--- src/rtl/id_ex_stage_if.sv ---
// id_ex_stage_if: bundles the decode-side, forwarding, pipeline-control and
// ALU-side signals of the ID/EX pipeline register.
//   master : upstream/environment side (drives decode fields, forwarding
//            sources, flush/hold; observes stall and EX outputs)
//   slave  : the id_ex_stage itself
// Parameters: XLEN datapath width, RADDR register index width.
interface id_ex_stage_if #(
  parameter int XLEN  = 32,
  parameter int RADDR = 5
);
  // decode slot
  logic             id_valid;
  logic [XLEN-1:0]  id_rs_val;
  logic [XLEN-1:0]  id_rt_val;
  logic [XLEN-1:0]  id_imm;
  logic [4:0]       id_shamt;
  logic [RADDR-1:0] id_rs;
  logic [RADDR-1:0] id_rt;
  logic [RADDR-1:0] id_rd;
  logic [5:0]       id_op;
  logic             id_use_imm;
  logic             id_shift_imm;
  logic             id_uses_rt;
  logic             id_reg_write;
  logic             id_mem_read;
  logic             id_mem_write;
  // forwarding sources
  logic             exmem_reg_write;
  logic [RADDR-1:0] exmem_rd;
  logic [XLEN-1:0]  exmem_result;
  logic             memwb_reg_write;
  logic [RADDR-1:0] memwb_rd;
  logic [XLEN-1:0]  memwb_result;
  // pipeline control
  logic             flush;
  logic             hold;
  logic             stall;
  // EX side
  logic [XLEN-1:0]  alu_a;
  logic [XLEN-1:0]  alu_b;
  logic [5:0]       alu_op;
  logic [XLEN-1:0]  ex_store_data;
  logic [RADDR-1:0] ex_rd;
  logic             ex_valid;
  logic             ex_reg_write;
  logic             ex_mem_read;
  logic             ex_mem_write;

  modport master (
    output id_valid, id_rs_val, id_rt_val, id_imm, id_shamt, id_rs, id_rt,
           id_rd, id_op, id_use_imm, id_shift_imm, id_uses_rt, id_reg_write,
           id_mem_read, id_mem_write, exmem_reg_write, exmem_rd, exmem_result,
           memwb_reg_write, memwb_rd, memwb_result, flush, hold,
    input  stall, alu_a, alu_b, alu_op, ex_store_data, ex_rd, ex_valid,
           ex_reg_write, ex_mem_read, ex_mem_write
  );

  modport slave (
    input  id_valid, id_rs_val, id_rt_val, id_imm, id_shamt, id_rs, id_rt,
           id_rd, id_op, id_use_imm, id_shift_imm, id_uses_rt, id_reg_write,
           id_mem_read, id_mem_write, exmem_reg_write, exmem_rd, exmem_result,
           memwb_reg_write, memwb_rd, memwb_result, flush, hold,
    output stall, alu_a, alu_b, alu_op, ex_store_data, ex_rd, ex_valid,
           ex_reg_write, ex_mem_read, ex_mem_write
  );
endinterface

--- src/rtl/id_ex_stage.sv ---
// id_ex_stage: ID/EX pipeline register feeding the ALU.
//   - captures decoded operands/control, forwards rs/rt from EX/MEM
//     (priority) or MEM/WB, selects ALU a/b, detects load-use hazards
//     (inserting one bubble), and obeys flush > hold > stall > capture.
// Ports:
//   clk      rising-edge clock
//   reset_n  synchronous active-low reset
//   bus      id_ex_stage_if.slave (decode, forwarding, control, EX outputs)
//   perf_bubbles / perf_flushes  saturating event counters, present only
//            when the macro ID_EX_PERF_CNT_EN is defined
module id_ex_stage #(
  parameter int XLEN  = 32,
  parameter int RADDR = 5
) (
  input  logic        clk,
  input  logic        reset_n,
  id_ex_stage_if.slave bus
`ifdef ID_EX_PERF_CNT_EN
  ,
  output logic [31:0] perf_bubbles,
  output logic [31:0] perf_flushes
`endif
);

  logic             valid_reg;
  logic [5:0]       op_reg;
  logic [RADDR-1:0] rd_reg;
  logic [RADDR-1:0] src_idx_reg [2];  // [0]=rs, [1]=rt
  logic [XLEN-1:0]  src_val_reg [2];
  logic [XLEN-1:0]  imm_reg;
  logic [4:0]       shamt_reg;
  logic             use_imm_reg;
  logic             shift_imm_reg;
  logic             reg_write_reg;
  logic             mem_read_reg;
  logic             mem_write_reg;

  logic [XLEN-1:0]  fwd_val [2];
  logic             load_use;

  // Forwarding muxes; register 0 is hard-wired and never forwarded.
  generate
    for (genvar gi = 0; gi < 2; gi++) begin : g_fwd
      always_comb begin
        fwd_val[gi] = src_val_reg[gi];
        if (bus.exmem_reg_write && (bus.exmem_rd == src_idx_reg[gi]) &&
            (src_idx_reg[gi] != '0))
          fwd_val[gi] = bus.exmem_result;
        else if (bus.memwb_reg_write && (bus.memwb_rd == src_idx_reg[gi]) &&
                 (src_idx_reg[gi] != '0))
          fwd_val[gi] = bus.memwb_result;
      end
    end
  endgenerate

  // A load in EX cannot forward to the instruction currently in decode.
  assign load_use = valid_reg && mem_read_reg && (rd_reg != '0) &&
                    bus.id_valid &&
                    ((bus.id_rs == rd_reg) ||
                     (bus.id_uses_rt && (bus.id_rt == rd_reg)));

  assign bus.stall         = load_use && !bus.flush;
  assign bus.alu_a         = shift_imm_reg ? {{(XLEN-5){1'b0}}, shamt_reg}
                                           : fwd_val[0];
  assign bus.alu_b         = use_imm_reg ? imm_reg : fwd_val[1];
  assign bus.ex_store_data = fwd_val[1];
  assign bus.alu_op        = op_reg;
  assign bus.ex_rd         = rd_reg;
  assign bus.ex_valid      = valid_reg;
  assign bus.ex_reg_write  = reg_write_reg && valid_reg;
  assign bus.ex_mem_read   = mem_read_reg  && valid_reg;
  assign bus.ex_mem_write  = mem_write_reg && valid_reg;

  always_ff @(posedge clk) begin
    if (!reset_n) begin
      valid_reg      <= 1'b0;
      op_reg         <= '0;
      rd_reg         <= '0;
      src_idx_reg[0] <= '0;
      src_idx_reg[1] <= '0;
      src_val_reg[0] <= '0;
      src_val_reg[1] <= '0;
      imm_reg        <= '0;
      shamt_reg      <= '0;
      use_imm_reg    <= 1'b0;
      shift_imm_reg  <= 1'b0;
      reg_write_reg  <= 1'b0;
      mem_read_reg   <= 1'b0;
      mem_write_reg  <= 1'b0;
    end else if (bus.flush || (!bus.hold && load_use)) begin
      // flush kills the slot; a load-use stall inserts a bubble
      valid_reg     <= 1'b0;
      reg_write_reg <= 1'b0;
      mem_read_reg  <= 1'b0;
      mem_write_reg <= 1'b0;
    end else if (bus.hold) begin
      // Refresh stored operands so a result retiring from MEM/WB during
      // the freeze is still seen once the hold releases.
      src_val_reg[0] <= fwd_val[0];
      src_val_reg[1] <= fwd_val[1];
    end else begin
      valid_reg      <= bus.id_valid;
      op_reg         <= bus.id_op;
      rd_reg         <= bus.id_rd;
      src_idx_reg[0] <= bus.id_rs;
      src_idx_reg[1] <= bus.id_rt;
      src_val_reg[0] <= bus.id_rs_val;
      src_val_reg[1] <= bus.id_rt_val;
      imm_reg        <= bus.id_imm;
      shamt_reg      <= bus.id_shamt;
      use_imm_reg    <= bus.id_use_imm;
      shift_imm_reg  <= bus.id_shift_imm;
      reg_write_reg  <= bus.id_reg_write;
      mem_read_reg   <= bus.id_mem_read;
      mem_write_reg  <= bus.id_mem_write;
    end
  end

`ifdef ID_EX_PERF_CNT_EN
  logic [31:0] bubbles_reg;
  logic [31:0] flushes_reg;

  always_ff @(posedge clk) begin
    if (!reset_n) begin
      bubbles_reg <= '0;
      flushes_reg <= '0;
    end else if (!bus.hold) begin
      if (!bus.flush && load_use && (bubbles_reg != 32'hFFFF_FFFF))
        bubbles_reg <= bubbles_reg + 32'd1;
      if (bus.flush && valid_reg && (flushes_reg != 32'hFFFF_FFFF))
        flushes_reg <= flushes_reg + 32'd1;
    end
  end

  assign perf_bubbles = bubbles_reg;
  assign perf_flushes = flushes_reg;
`endif

endmodule

--- src/flat_wrapper.sv ---
// flat-port wrapper written by rule: the top's interface ports become plain ports
module id_ex_stage_flat 
#(
  parameter int XLEN  = 32,
  parameter int RADDR = 5
)
  (clk, reset_n, bus_id_valid, bus_id_rs_val, bus_id_rt_val, bus_id_imm, bus_id_shamt, bus_id_rs, bus_id_rt, bus_id_rd, bus_id_op, bus_id_use_imm, bus_id_shift_imm, bus_id_uses_rt, bus_id_reg_write, bus_id_mem_read, bus_id_mem_write, bus_exmem_reg_write, bus_exmem_rd, bus_exmem_result, bus_memwb_reg_write, bus_memwb_rd, bus_memwb_result, bus_flush, bus_hold, bus_stall, bus_alu_a, bus_alu_b, bus_alu_op, bus_ex_store_data, bus_ex_rd, bus_ex_valid, bus_ex_reg_write, bus_ex_mem_read, bus_ex_mem_write);
  id_ex_stage_if #(.XLEN(XLEN), .RADDR(RADDR)) bus_i ();
  input  logic clk;
  input  logic reset_n;
  input wire logic [$bits(bus_i.id_valid)-1:0] bus_id_valid;
  input wire logic [$bits(bus_i.id_rs_val)-1:0] bus_id_rs_val;
  input wire logic [$bits(bus_i.id_rt_val)-1:0] bus_id_rt_val;
  input wire logic [$bits(bus_i.id_imm)-1:0] bus_id_imm;
  input wire logic [$bits(bus_i.id_shamt)-1:0] bus_id_shamt;
  input wire logic [$bits(bus_i.id_rs)-1:0] bus_id_rs;
  input wire logic [$bits(bus_i.id_rt)-1:0] bus_id_rt;
  input wire logic [$bits(bus_i.id_rd)-1:0] bus_id_rd;
  input wire logic [$bits(bus_i.id_op)-1:0] bus_id_op;
  input wire logic [$bits(bus_i.id_use_imm)-1:0] bus_id_use_imm;
  input wire logic [$bits(bus_i.id_shift_imm)-1:0] bus_id_shift_imm;
  input wire logic [$bits(bus_i.id_uses_rt)-1:0] bus_id_uses_rt;
  input wire logic [$bits(bus_i.id_reg_write)-1:0] bus_id_reg_write;
  input wire logic [$bits(bus_i.id_mem_read)-1:0] bus_id_mem_read;
  input wire logic [$bits(bus_i.id_mem_write)-1:0] bus_id_mem_write;
  input wire logic [$bits(bus_i.exmem_reg_write)-1:0] bus_exmem_reg_write;
  input wire logic [$bits(bus_i.exmem_rd)-1:0] bus_exmem_rd;
  input wire logic [$bits(bus_i.exmem_result)-1:0] bus_exmem_result;
  input wire logic [$bits(bus_i.memwb_reg_write)-1:0] bus_memwb_reg_write;
  input wire logic [$bits(bus_i.memwb_rd)-1:0] bus_memwb_rd;
  input wire logic [$bits(bus_i.memwb_result)-1:0] bus_memwb_result;
  input wire logic [$bits(bus_i.flush)-1:0] bus_flush;
  input wire logic [$bits(bus_i.hold)-1:0] bus_hold;
  output wire logic [$bits(bus_i.stall)-1:0] bus_stall;
  output wire logic [$bits(bus_i.alu_a)-1:0] bus_alu_a;
  output wire logic [$bits(bus_i.alu_b)-1:0] bus_alu_b;
  output wire logic [$bits(bus_i.alu_op)-1:0] bus_alu_op;
  output wire logic [$bits(bus_i.ex_store_data)-1:0] bus_ex_store_data;
  output wire logic [$bits(bus_i.ex_rd)-1:0] bus_ex_rd;
  output wire logic [$bits(bus_i.ex_valid)-1:0] bus_ex_valid;
  output wire logic [$bits(bus_i.ex_reg_write)-1:0] bus_ex_reg_write;
  output wire logic [$bits(bus_i.ex_mem_read)-1:0] bus_ex_mem_read;
  output wire logic [$bits(bus_i.ex_mem_write)-1:0] bus_ex_mem_write;
  assign bus_i.id_valid = bus_id_valid;
  assign bus_i.id_rs_val = bus_id_rs_val;
  assign bus_i.id_rt_val = bus_id_rt_val;
  assign bus_i.id_imm = bus_id_imm;
  assign bus_i.id_shamt = bus_id_shamt;
  assign bus_i.id_rs = bus_id_rs;
  assign bus_i.id_rt = bus_id_rt;
  assign bus_i.id_rd = bus_id_rd;
  assign bus_i.id_op = bus_id_op;
  assign bus_i.id_use_imm = bus_id_use_imm;
  assign bus_i.id_shift_imm = bus_id_shift_imm;
  assign bus_i.id_uses_rt = bus_id_uses_rt;
  assign bus_i.id_reg_write = bus_id_reg_write;
  assign bus_i.id_mem_read = bus_id_mem_read;
  assign bus_i.id_mem_write = bus_id_mem_write;
  assign bus_i.exmem_reg_write = bus_exmem_reg_write;
  assign bus_i.exmem_rd = bus_exmem_rd;
  assign bus_i.exmem_result = bus_exmem_result;
  assign bus_i.memwb_reg_write = bus_memwb_reg_write;
  assign bus_i.memwb_rd = bus_memwb_rd;
  assign bus_i.memwb_result = bus_memwb_result;
  assign bus_i.flush = bus_flush;
  assign bus_i.hold = bus_hold;
  assign bus_stall = bus_i.stall;
  assign bus_alu_a = bus_i.alu_a;
  assign bus_alu_b = bus_i.alu_b;
  assign bus_alu_op = bus_i.alu_op;
  assign bus_ex_store_data = bus_i.ex_store_data;
  assign bus_ex_rd = bus_i.ex_rd;
  assign bus_ex_valid = bus_i.ex_valid;
  assign bus_ex_reg_write = bus_i.ex_reg_write;
  assign bus_ex_mem_read = bus_i.ex_mem_read;
  assign bus_ex_mem_write = bus_i.ex_mem_write;
  id_ex_stage #(.XLEN(XLEN), .RADDR(RADDR)) u_core (.clk(clk), .reset_n(reset_n), .bus(bus_i));
endmodule
--- config.mk ---
export PLATFORM = sky130hd
export DESIGN_NAME = id_ex_stage_flat
export DESIGN_NICKNAME = d
export VERILOG_FILES = /design/src/rtl/id_ex_stage_if.sv /design/src/rtl/id_ex_stage.sv /design/src/flat_wrapper.sv
export SDC_FILE = /design/constraint.sdc
export NUM_CORES = 1
export LEC_CHECK = 0
export CAP_MARGIN = 10
export CORE_UTILIZATION = 47
export DETAILED_ROUTE_END_ITERATION = 6
export PLACE_DENSITY = 0.91
export SETUP_SLACK_MARGIN = 0.4
export SYNTH_ARGS = -nofsm -noshare
export SYNTH_HDL_FRONTEND = slang
export SYNTH_SLANG_ARGS = --single-unit
--- constraint.sdc ---
create_clock -name clk -period 17.28 [get_ports clk]
set_input_delay 3.456 -clock clk [delete_from_list [all_inputs] [get_ports clk]]
set_output_delay 3.456 -clock clk [all_outputs]
set_load 0.005 [all_outputs]
[Yosys cells after proc, flatten, opt, wreduce, memory -nomap -nowiden]
Memories as Yosys holds them, arrays and structs flattened.
Cells that the tools add are included.
Widths: inputs -> output; s select.
Word-level totals
  bits in registers: 54
  memory bits (writable): 74
  bits of input ports: 209
  output and inout bits: 112
  word-level logic and storage cells: 74
  memories kept: 2
Cells by class
  equality and inequality tests: 6
  muxes and demuxes: 21
  bitwise logic cells: 9
  reduce and logical (&&, ||, !) cells: 26
Memories
  u_core.src_val_reg: words 2, bits a word 32, rd ports 2, clocked after Yosys merged registers in 0, wr ports 2, RTL line id_ex_stage.sv:29  | logic [XLEN-1:0] src_val_reg [2];
  u_core.src_idx_reg: words 2, bits a word 5, rd ports 2, clocked after Yosys merged registers in 0, wr ports 2, RTL line id_ex_stage.sv:28  | logic [RADDR-1:0] src_idx_reg [2];
Operators with widths (count)
  $mux 32: 10
  $eq 5x5->1: 6
  $logic_and 1x1->1: 17
  $reduce_bool 5->1: 3
  $mux 5: 2
  $mux 1: 9
  $or 1x1->1: 6
  $not 1->1: 3
  $logic_not 1->1: 2
  $logic_or 1x1->1: 2
  $reduce_and 2->1: 1
  $reduce_or 2->1: 1

[Logic depth before layout (Yosys ltp)]
  word-level depth: 11
  gate-level depth with buffers: 8
  gate-level depth less buffers: 5

[Least setup slack after synthesis]
Ideal clock, no wire load.
  path type: input-to-reg
  start: in bus_id_rt[4]
  end: mem u_core.src_val_reg[0][0] (enable)
  setup time: 0.574 ns
  data arrival time: 8.593 ns
  path slack: 8.113 ns
  stages: 5
  cells stage by stage: xor2_1 > nor4_1 > a32oi_1 > nor3_1 > o21ai_0
RTL lines
  start, declared: RTL line flat_wrapper.sv:17  | input wire logic [$bits(bus_i.id_rt)-1:0] bus_id_rt;
  end, declared: RTL line id_ex_stage.sv:29

[Worst setup path in the final report]
  start: in bus_memwb_rd[3]
  end: out bus_alu_a[11]
Between the ends
  word-level cells in the longest chain between the ends: 6
RTL lines
  start, declared: RTL line flat_wrapper.sv:30  | input wire logic [$bits(bus_i.memwb_rd)-1:0] bus_memwb_rd;
  $eq 5x5->1: RTL line id_ex_stage.sv:49  | else if (bus.memwb_reg_write && (bus.memwb_rd == src_idx_reg[gi]) &&
  $logic_and 1x1->1 (2 in series): RTL line id_ex_stage.sv:49
  $mux 32: RTL line id_ex_stage.sv:49
  $mux 32: RTL line id_ex_stage.sv:46  | if (bus.exmem_reg_write && (bus.exmem_rd == src_idx_reg[gi]) &&
  $mux 32: RTL line id_ex_stage.sv:63  | assign bus.alu_a = shift_imm_reg ? {{(XLEN-5){1'b0}}, shamt_reg}
  end, declared: RTL line flat_wrapper.sv:35  | output wire logic [$bits(bus_i.alu_a)-1:0] bus_alu_a;
Every way passes these cells.

==> reports/metrics.cfg <==
[global_routing]
grt_overflow=0
grt_pass1_vias=8110
antenna_found_initial=1
grt_pass1_wl_mm=43.84
track_usage=0.3445
grt_max_degree=101

[synth]
yosysWarnings=0
synth_top_area_cell=edfxtp_1
ys_types=40
syn_area_mm2=0.007729
post_synth.cell_area_avg_um2=9.697
netlist_instances=797
synth_seq_area_share=0.4274
ys.flop_type=edfxtp_1
synth_edf_count=74
synth_top_area_frac=0.2875
synth_common_cells=91 x nor3_1, 82 x a22o_1, 74 x edfxtp_1
yosysMostFrequentCell=nor3_1
ys_ff_latch=128
synthArstFlopShare=0
synth_fp_nets=1006
synthTopCellsByArea=edfxtp_1 29%, dfxtp_1 14%, a22o_1 9.3%

[sta]
slew_violations=0
slew_headroom=0.2013
tightest_slew_ns=1.192
fmax_ghz=0.09538
rsz0062_at_grt=false
finClkSkew_ns=0.01361
fin_hold_ws_ns=0.4744
setup_violations=0
min_period_ns=10.48
setup_tns_ns=0
hold_viol_final=0
fin_crit_sh=0.6068

[worst_setup_path]
cp-startpoint=bus_memwb_rd[3]
r2r_slack_ns=13.83
cp_max_fo=28
cpLargestDelayFamily=buffers and inverters
cp_common_cell=clkdlybuf4s50_1
r2r-start=u_core.src_idx_reg[0][3]$_SDFFCE_PN0P_
cp-end-kind=output pin
worstPathBufferInverterCount=3
crit_arrival_ns=7.03
crit_slowest_cell=xnor2_4
worst-setup-path-type=in2out
cp.required_ns=13.82
start_kind=input pin
slowest_delay_ns=0.72
path_cells=clkdlybuf4s50_1, xnor2_4, nand2_1, or3_1, buf_4, a211oi_1, nor3_1, clkdlybuf4s50_1

[clocking]
numCtsBuffers=17
cts_root_buf=clkbuf_16
clk_latency_ns=0.42
post_cts_buffers=0
cts_tree=built
htreeDepth=4
cts_sinks=128
cts.path.max_buffers=2
postCtsHoldBufs=0
cts.repair.resized=0
path_clk_slew_ns=0.06

[floorplanning]
die_w_um=130.2
die_area_mm2=0.01696
fp.coreArea_mm2=0.01594
initial_core_util=0.4848
io_pins=321
num_rows=46
die-height_um=130.2

[layout]
nNetsFinal=1273
nFillCells=1131
layout-drive-gt1-share=0.09006
largest_reg_flops=64
area_growth_pct=50.14

[pwr]
comb_power_share=0.246
p_per_area_mw_per_mm2=81.80
p_leak_nw=4.033
p_sw_frac=0.2754
p_seq_frac=0.376
p_sw_uw=261.4
power_frac_clock=0.378
ir_drop_mv=0.06655
post-layout-total-power_uw=949.2
p_int_uw=687.8

[route]
dr.pass1.iters=5
wl_mm=29.47
drt_iter0_markers=766
routedWlPerCell_um=22.77
antenna_left=0
viasPerCell=6.220
drcViolationCount=0
vias=8049

[worst_hold_path]
holdCritStartpoint=u_core.imm_reg[27]$_SDFFE_PN0P_
worst_hold_path_type=reg2reg

[placement]
port_buffers=320
gp_congestion=0.9392
dp_hpwl_mm=19.56

[status]
status=finished clean

[flow_run]
drv_cap=0

power groups by stage:
stage | Combinational, mW | Clock, mW | Sequential (mW)
4_1_cts | 0.231 | 0.360 | 0.357
6_report | 0.233 | 0.358 | 0.357
5_1_grt | 0.248 | 0.373 | 0.359
3_3_place_gp | 0.224 | 0 | 0.362
3_5_place_dp | 0.229 | 0 | 0.363
2_1_floorplan | 0.101 | 0 | 0.357
stage by stage:
step	utilization	setup WS [ns]	area [um2]	cells
after floorplan	-	8.113	7729	797
after global placement	0.6895	6.993	10990	1260
after detailed placement	0.6895	6.844	10990	1260
after CTS	0.7267	6.850	11590	1292
after global routing	0.7277	6.584	11600	1293
final	0.7278	6.795	11600	1294
logic make-up after synthesis:
kind of cell,share of synthesized area
AO/OA/AOI/OAI,0.2592
XOR/XNOR,0.03497
buffers and inverters,0.05277
flip-flops,0.4274
multiplexers,0.05180
AND/OR/NAND/NOR,0.1739
cell usage in the layout, fill, tap and decap left out, drive strengths merged, types with 11 or more instances in the layout:
master         synthesis  final
a22o                  82     82
buf                   33     11
o31ai                 12     12
and2                  40     40
nor3                  91     91
xor2                  12     12
clkdlybuf4s50          0    320
clkbuf                50     23
mux2                  32     32
nand2                 35     35
inv                    8     15
xnor2                 18     18
o2bb2ai               32     32
nand4b                27     27
o21ai                 66     66
a31oi                 32     32
nor2                  40     40
edfxtp                74     74
dfxtp                 54     54
a211oi                27     27
cell type report:
type	instances	area, um2	share of cell area
antenna	1	2.502	0.0002157
clock buffer	23	530.5	0.04572
clock inverter	9	62.56	0.005391
inverter	8	30.03	0.002588
multi-input combinational	578	4109	0.3541
sequential	128	3306	0.2849
tap	216	270.3	0.02329
timing repair buffer	331	3293	0.2838
worst register-to-register path: cells and delay by family, from the launching register on:
family | cells | cell delay, ns
AO/OA/AOI/OAI | 3 | 1.21
buffers and inverters | 1 | 0.38
flip-flops | 1 | 0.50
AND/OR/NAND/NOR | 2 | 1.20
final timing paths:
kind,endpoint,cells after the start
worst max-delay path,bus_alu_a[11],8
worst min-delay path,u_core.imm_reg[27]$_SDFFE_PN0P_,1
worst max register to register,u_core.src_val_reg[0][4]$_DFFE_PP_,6
worst min register to register,u_core.imm_reg[27]$_SDFFE_PN0P_,1
per-layer routing:
metal,GRT usage,routed length (um)
met1,0.3893,10960
met2,0.5961,14690
met3,0.1058,2845
met4,0.1553,964
met5,0,11
Power figures use the tool's default switching activity.
==> patch, RTL diff (same flow settings) <==
`RADDR` is set to 5 in 3 places; all go to 10.
--- a/src/rtl/id_ex_stage_if.sv
+++ b/src/rtl/id_ex_stage_if.sv
@@ -7,5 +7,5 @@
 interface id_ex_stage_if #(
   parameter int XLEN  = 32,
-  parameter int RADDR = 5
+  parameter int RADDR = 10
 );
   // decode slot
--- a/src/rtl/id_ex_stage.sv
+++ b/src/rtl/id_ex_stage.sv
@@ -11,5 +11,5 @@
 module id_ex_stage #(
   parameter int XLEN  = 32,
-  parameter int RADDR = 5
+  parameter int RADDR = 10
 ) (
   input  logic        clk,
--- a/src/flat_wrapper.sv
+++ b/src/flat_wrapper.sv
@@ -3,5 +3,5 @@
 #(
   parameter int XLEN  = 32,
-  parameter int RADDR = 5
+  parameter int RADDR = 10
 )
   (clk, reset_n, bus_id_valid, bus_id_rs_val, bus_id_rt_val, bus_id_imm, bus_id_shamt, bus_id_rs, bus_id_rt, bus_id_rd, bus_id_op, bus_id_use_imm, bus_id_shift_imm, bus_id_uses_rt, bus_id_reg_write, bus_id_mem_read, bus_id_mem_write, bus_exmem_reg_write, bus_exmem_rd, bus_exmem_result, bus_memwb_reg_write, bus_memwb_rd, bus_memwb_result, bus_flush, bus_hold, bus_stall, bus_alu_a, bus_alu_b, bus_alu_op, bus_ex_store_data, bus_ex_rd, bus_ex_valid, bus_ex_reg_write, bus_ex_mem_read, bus_ex_mem_write);
Interface: changed (6 resized); port bits go from 321 to 351. The function was not compared with the original's and may differ.
==> patch against the original RTL <==
- worst hold slack worse by 0.016 ns
- maximum frequency up 2.9%
- design area up 10%
- setup slack better by 0.29 ns
- first-iteration DRC count down 34%
- wire length up 2.4%
- sequential cell count up 15
- area after synthesis up 11%
- total power up 4.7%
- critical path type unchanged
- critical endpoint is now bus_alu_b[7]
- highest routed layer is now met4
==> patch: results (changes against the original RTL) <==
Outcome - completed (unchanged)
CTS Buf Count - 17 (unchanged)
Synth cell count leaders - 123 x mux2i_1, 110 x nand2_1, 84 x edfxtp_1, 72 x nor2_1, 59 x dfxtp_1 (was 91 x nor3_1, 82 x a22o_1, 74 x edfxtp_1, 54 x dfxtp_1, 50 x clkbuf_1)
Final nets - 1,380 (was 1,273)
Initial DRC count - 505 (was 766)
Internal reg-to-reg setup slack - 14.03 ns (was 13.83 ns)
Share of cells above drive strength 1 - 12.7% (was 9.01%)
Sequential area share after synthesis - 43.3% (was 42.7%)
Worst-Skew Late Latency - 0.42 ns (about the same)
First-pass GRT wire length - 44,300 µm (was 43,800 µm)
Slew @ Worst Pin - 1.15 ns (was 1.19 ns)
Largest register FFs - 64 (unchanged)
Worst vdd rail ir drop - 0.0669 mV (was 0.0665 mV)
Initial antenna violation count - 3 (was 1)
Clk slew on worst S/H paths - 0.06 ns (about the same)
EDFF count, synth - 84 (was 74)
Final Skew - 0.0144 ns (was 0.0136 ns)
Hold path startpoint - u_core.bus.alu_op[3] (was u_core.imm_reg[27])
Worst Reg-to-Reg Cells - 5 (was 6)
Htree depth - 4 (unchanged)
Resized Gates After CTS - 0 (unchanged)
Worst Hold Class - reg -> reg (unchanged)
Root Buffer - clkbuf_16 (unchanged)
Via density - 5.54 (was 6.22)
Avg Cell Area, Syn - 10.3 µm² (was 9.70 µm²)
Vias in the first global route - 7,832 (was 8,110)
GP Congestion - 0.930 (was 0.939)
Critical path fanouts, max - 32 (was 28)
Syn_nets - 1,064 (was 1,006)
Worst r2r src - u_core.src_idx_reg[0][14] (was u_core.src_idx_reg[0][3])
WP data arrival - 6.73 ns (was 7.03 ns)
First-pass iteration count of the detailed router - 5 (unchanged)
Asr flop ratio synth - 0% (unchanged)
Synth cell types - 33 (was 40)
Top cells by area, synth - edfxtp_1 29%, mux2i_1 14%, dfxtp_1 14%, xnor2_1 5.2%, mux2_2 4.9% (was edfxtp_1 29%, dfxtp_1 14%, a22o_1 9.3%, nor3_1 5.9%, mux2_2 4.2%)
Crit path to - bus_alu_b[7] (was bus_alu_a[11])
GRT Overall Usage - 31.7% (was 34.5%)
Leak - 4.63 nW (was 4.03 nW)
Via Count - 7,684 (was 8,049)
R2r endpoint - u_core.src_val_reg[0][39] (was u_core.src_val_reg[0][4])
Worst hold path depth - 2 (was 1)
Post-Route WL - 30,200 µm (was 29,500 µm)
Number of buffers added on ports - 350 (was 320)
Filler cells - 1,299 (was 1,131)
Largest net degree at the start of global routing - 90 (was 101)
HPWL Detailed - 21,300 µm (was 19,600 µm)
Setup Buffers After CTS - 0 (unchanged)
Worst hold endpoint - u_core.bus.alu_op[3] (was u_core.imm_reg[27])
Crit path from - bus_exmem_rd[6] (was bus_memwb_rd[3])
patch: changes by cell type in the layout (fill, tap and decap cells not counted), moves of 33 or more:
cell	change
nor3_1	-87
xnor2_1	+34
mux2i_1	+119
a21oi_1	+33
a22o_1	-47
o21ai_0	-38
nor2_1	+33
nand2_1	+75
patch: per-layer routing:
metal	track usage, %	up-vias	routed length, µm
li1	-	3623	-
met1	38.6	3641	12500
met2	52.5	358	14400
met3	7.96	62	2270
met4	14.8	0	965
met5	0	-	0
patch: final cells by class:
type / instances / share of cell area (%)
antenna: 3 / 0.0588
clock buffer: 29 / 4.92
clock inverter: 3 / 0.167
multi-input combinational: 624 / 35.6
sequential: 143 / 29.0
tap: 225 / 2.20
timing repair buffer: 360 / 28.0
patch: where the power goes:
group | total, mW | leakage (nW) | switching, mW | internal (mW)
Clock | 0.393 | 0.322 | 0.145 | 0.249
Sequential | 0.401 | 1.39 | 0.0169 | 0.384
Combinational | 0.199 | 2.92 | 0.0772 | 0.122
Total | 0.994 | 4.63 | 0.239 | 0.755
patch: critical path: stages:
cell and delay [ns]:
clkdlybuf4s50_1 0.47, xnor2_1 0.24, nand4_1 0.11, or4_2 1.17, a21oi_2 0.53, mux2_2 0.23
clkdlybuf4s50_1 0.51
patch: through the flow:
stage	setup slack, ns	instance area (µm²)	utilization (%)	hold slack, ns
floorplan	8.14	8550	-	0.431
detailed placement	7.15	12100	69.1	0.446
global placement	7.16	12100	69.1	0.439
finish	7.09	12800	72.8	0.459
CTS	7.15	12800	72.8	0.460
global route	7.03	12800	72.8	0.479
patch: cells by family after synthesis:
group           Yosys count  share of synthesized area [%]
compound gates          131                           12.3
buf+inv                  63                           3.85
mux                     160                           19.3
flops                   143                           43.3
simple gates            273                           15.1
xor+xnor                 60                           6.14
